`src/rtl/sar_search_pkg.sv`:
```
// rtl/sar_search_pkg.sv - shared state encoding and default width for the SAR search block
package sar_search_pkg;

  localparam int SAR_WIDTH = 4;

  typedef enum logic [1:0] {
    S_IDLE    = 2'd0,
    S_COMPARE = 2'd1,
    S_DONE    = 2'd2
  } sar_state_t;

endpackage

```
`src/rtl/sar_search_4bit.sv`:
```
// rtl/sar_search_4bit.sv - successive-approximation search driving an external magnitude comparator
module sar_search_4bit
  import sar_search_pkg::*;
#(
  parameter int WIDTH = SAR_WIDTH
) (
  input  logic             clk,
  input  logic             rst,
  input  logic             start,
  input  logic             e,
  input  logic             g,
  input  logic             l,
  output logic [WIDTH-1:0] probe,
  output logic             busy,
  output logic             done,
  output logic [WIDTH-1:0] result,
  output logic             found,
  output logic             err
);

  localparam int IW = (WIDTH > 1) ? $clog2(WIDTH) : 1;
  localparam logic [WIDTH-1:0] ONE = WIDTH'(1);
  localparam logic [WIDTH-1:0] MSB = ONE << (WIDTH - 1);
  localparam logic [IW-1:0]    TOP_IDX = IW'(WIDTH - 1);

  sar_state_t       r_state;
  sar_state_t       w_next;
  logic [WIDTH-1:0] r_probe;
  logic [WIDTH-1:0] r_result;
  logic [WIDTH-1:0] r_acc;
  logic [IW-1:0]    r_idx;
  logic             r_found;
  logic             r_err;

  // w_bit marks the bit currently under trial; w_acc_upd is acc after this compare's decision
  logic [WIDTH-1:0] w_bit;
  logic [WIDTH-1:0] w_acc_upd;
  logic             w_onehot;
  logic             w_last;

  assign w_bit     = ONE << r_idx;
  assign w_acc_upd = g ? (r_acc | w_bit) : (r_acc & ~w_bit);
  assign w_onehot  = ({e, g, l} == 3'b100) || ({e, g, l} == 3'b010) || ({e, g, l} == 3'b001);
  assign w_last    = (r_idx == '0);

  // State register; reset abandons any search in flight without a done pulse
  always_ff @(posedge clk) begin
    if (rst) r_state <= S_IDLE;
    else     r_state <= w_next;
  end

  // Next state: a compare ends on a bad code, an exact hit, or after the LSB decision
  always_comb begin
    w_next = r_state;
    case (r_state)
      S_IDLE:    if (start) w_next = S_COMPARE;
      S_COMPARE: if (!w_onehot || e || w_last) w_next = S_DONE;
      S_DONE:    w_next = S_IDLE;
      default:   w_next = S_IDLE;
    endcase
  end

  // Outputs decoded from state: busy through the compare phase, done for the single DONE cycle
  always_comb begin
    busy = 1'b0;
    done = 1'b0;
    case (r_state)
      S_COMPARE: busy = 1'b1;
      S_DONE:    done = 1'b1;
      default:   ;
    endcase
  end

  // Datapath: probe/acc/idx walk the bits MSB-first; result and flags are held outside a search
  always_ff @(posedge clk) begin
    if (rst) begin
      r_probe  <= '0;
      r_result <= '0;
      r_acc    <= '0;
      r_idx    <= '0;
      r_found  <= 1'b0;
      r_err    <= 1'b0;
    end else begin
      case (r_state)
        S_IDLE: begin
          if (start) begin
            r_probe <= MSB;
            r_idx   <= TOP_IDX;
            r_acc   <= '0;
            r_found <= 1'b0;
            r_err   <= 1'b0;
          end
        end
        S_COMPARE: begin
          if (!w_onehot) begin
            r_err    <= 1'b1;
            r_found  <= 1'b0;
            r_result <= '0;
          end else if (e) begin
            r_result <= r_probe;
            r_found  <= 1'b1;
          end else begin
            r_acc <= w_acc_upd;
            if (w_last) begin
              r_result <= w_acc_upd;
              r_found  <= 1'b0;
            end else begin
              r_probe <= w_acc_upd | (w_bit >> 1);
              r_idx   <= r_idx - IW'(1);
            end
          end
        end
        default: ;
      endcase
    end
  end

  assign probe  = r_probe;
  assign result = r_result;
  assign found  = r_found;
  assign err    = r_err;

endmodule

```
`config.mk`:
```
export PLATFORM = sky130hd
export DESIGN_NAME = sar_search_4bit
export DESIGN_NICKNAME = d
export VERILOG_FILES = /design/src/rtl/sar_search_pkg.sv /design/src/rtl/sar_search_4bit.sv
export SDC_FILE = /design/constraint.sdc
export NUM_CORES = 1
export LEC_CHECK = 0
export ABC_CLOCK_PERIOD_IN_PS = 4600
export CAP_MARGIN = 5
export CORE_MARGIN = 2
export CORE_UTILIZATION = 45
export DETAILED_ROUTE_END_ITERATION = 6
export HOLD_SLACK_MARGIN = 0.12
export PLACE_DENSITY = 0.76
export RECOVER_POWER = 100
export SETUP_SLACK_MARGIN = 0.1
export SYNTH_ARGS = -nofsm -noshare
export SYNTH_HDL_FRONTEND = slang
export SYNTH_SLANG_ARGS = --single-unit
```
`constraint.sdc`:
```
create_clock -name clk -period 4.6 [get_ports clk]
set_input_delay 1.15 -clock clk [delete_from_list [all_inputs] [get_ports clk]]
set_output_delay 1.15 -clock clk [all_outputs]
set_load 0.02 [all_outputs]
```
==> metrics.txt <==
Worst Setup End Kind flip-flop; cell count of the worst hold path 2; Setup Crit Path Kind primary input to flip-flop; CTS-repair resized insts 0; RR Startpoint r_idx[0]; RR Endpoint probe[0]; startpoint types primary input; CTS root buf clkbuf_4; IO Port Bufs 17; total of warnings raised by yosys 0; Setup WS pre-CTS 1.52 ns; layout cells sized above 1 12.6%; RSZ-0062 raised after global routing no; via count 929; TNS Setup 0 ns; Tightest Pin Transition 0.721 ns; Final Hold Viols 0; area of the core 2430 sq um; CTS tree built; Synth Net Count 127; Final Util 52.8%; global-route wire length before repair 4150 um; LEAKAGE 0.457 nW; Post-Route Skew 0.00824 ns; min Tclk post-route 3.03 ns; VDD IR max 0.162 mV; die area 2920 sq um; ys async rst share 0%; DRT Pass-1 Iters 4; Routed Wire Length 2450 um; crit path from g; Syn Inst Count 117; Layout area overhead 14.0%; reg2reg setup slack 2.69 ns; total CTS buffers 3; CTS Hold Bufs 0; HP Class flip-flop to flip-flop; # setup viols final 0; Die Span Y 54.1 um; Fmax 330 MHz; Main synth FF type dfxtp_1; Setup WS post-layout 1.57 ns; CP Capture Point result[3]; Setup Fix Bufs, Post-CTS 0; n_diodes 0; hold slack 0.460 ns; Clk Latency, worst-skew pair 0.30 ns; initial DRC count 17; die width 54.1 um; Detailed Place HPWL 1830 um; CTS sink count 18; total gr overflow 0; Critical Path RT 4.81 ns; vias in the first global route 861; WL per Instance 15.6 um; status finished, final reports clean; Slew Limit Fails 0; initial antenna violation count 0; WP data arrival 3.24 ns; remaining antenna violation count 0; # Max-Cap Violations 0; pin count of the biggest net entering global routing 21; initial core utilization 46.3%; most common cell after layout, fill and taps aside dfxtp_1; worst reg-to-reg path cell count 5; Worst Path Max Fanout 11; Reg clk slew, reported paths 0.10 ns; gpl congestion 0.808; most frequent cells in the layout dfxtp_1, dlygate4sd3_1, inv_1; EDFF count, synth 0; Yosys cell types 39; DRC Markers 0; post-DR vias/cell 5.92; sequential area share after synthesis 32.0%; total global-route track usage 20.4%; Slew headroom 51.8%; PD cells 266 nW/um^2; # IOs 18; Final period util 65.9%; CTS Buffer Depth 2; total power 342 uW; H-tree depth 1; Synth Register Bits 18; Post-Syn Area 1130 sq um; nets 138; site row count 18; synthesized area per cell 9.64 sq um
[layout make-up]
type | count | area [sq um]
Fill cell | 224 | 1150
Tap cell | 30 | 37.5
Inverter | 7 | 26.3
Multi-Input combinational cell | 81 | 654
Timing Repair Buffer | 17 | 170
Clock buffer | 4 | 36.3
Sequential cell | 18 | 360
[cell families (layout without fill, tap and decap cells)]
| logic type | Yosys count | count (layout) | synth area share, % |
|---|---|---|---|
| compound gates | 36 | 36 | 25.4 |
| fa+ha+maj | 4 | 4 | 4.44 |
| xor+xnor | 3 | 3 | 2.33 |
| buf+inv | 18 | 28 | 9.21 |
| flops | 18 | 18 | 32.0 |
| mux | 4 | 4 | 4.00 |
| simple gates | 34 | 34 | 22.6 |
[worst min-delay path by stage]
| stage | startpoint | to | slack, ns |
|---|---|---|---|
| after CTS | err | err | 0.47 |
| after global routing | err | err | 0.50 |
| after floorplan | r_acc[0] | r_acc[0] | 0.44 |
| after detailed placement | err | err | 0.45 |
| after global placement | err | err | 0.44 |
| final | err | err | 0.46 |
[sequential cells by signal (all words and copies together), names as in the netlist]
register and cells:
found 1, r_acc 4, r_idx 2, result 4, err 1, r_state 2
probe 4
[where the power goes]
group          internal [mW]  switching [mW]
Sequential             0.162         0.00762
Combinational         0.0315          0.0427
Clock                 0.0483          0.0498
[through the flow]
| stage | std cells | cell area [sq um] |
|---|---|---|
| global placement | 153 | 1260 |
| global route | 157 | 1280 |
| detailed placement | 153 | 1260 |
| floorplan | 117 | 1130 |
| finish | 157 | 1280 |
| CTS | 157 | 1290 |
[cell usage after synthesis, types with 3 or more instances]
cell type	count	share of area, %
inv_1	7	2.3
nor4bb_1	3	2.7
o21ai_0	3	1.3
nor2_1	4	1.3
mux2_2	4	4.0
nand2_1	4	1.3
nor3b_1	3	2.0
nand2b_1	4	2.2
o311a_1	3	2.7
a22oi_1	4	2.7
clkbuf_1	4	1.3
dfxtp_1	18	32
o32ai_1	4	3.1
o211ai_1	6	4.0
a31oi_1	3	1.7
or3b_2	3	2.3
buf_6	4	4.0
ha_1	4	4.4
a21oi_1	4	1.8
a211oi_1	4	2.7
[metal layers]
| layer | track usage (%) | wire length (um) |
|---|---|---|
| met2 | 30.5 | 1170 |
| met3 | 5.28 | 124 |
| met1 | 26.9 | 1110 |
| met4 | 10.0 | 45 |
| met5 | 0 | 0 |
[critical path, cell delays in order]
cell           delay (ns)
dlygate4sd3_1        0.75
xor2_1               0.63
a21boi_0             0.39
o32ai_1              0.33
Note: power is estimated with default switching activity, not from simulation.
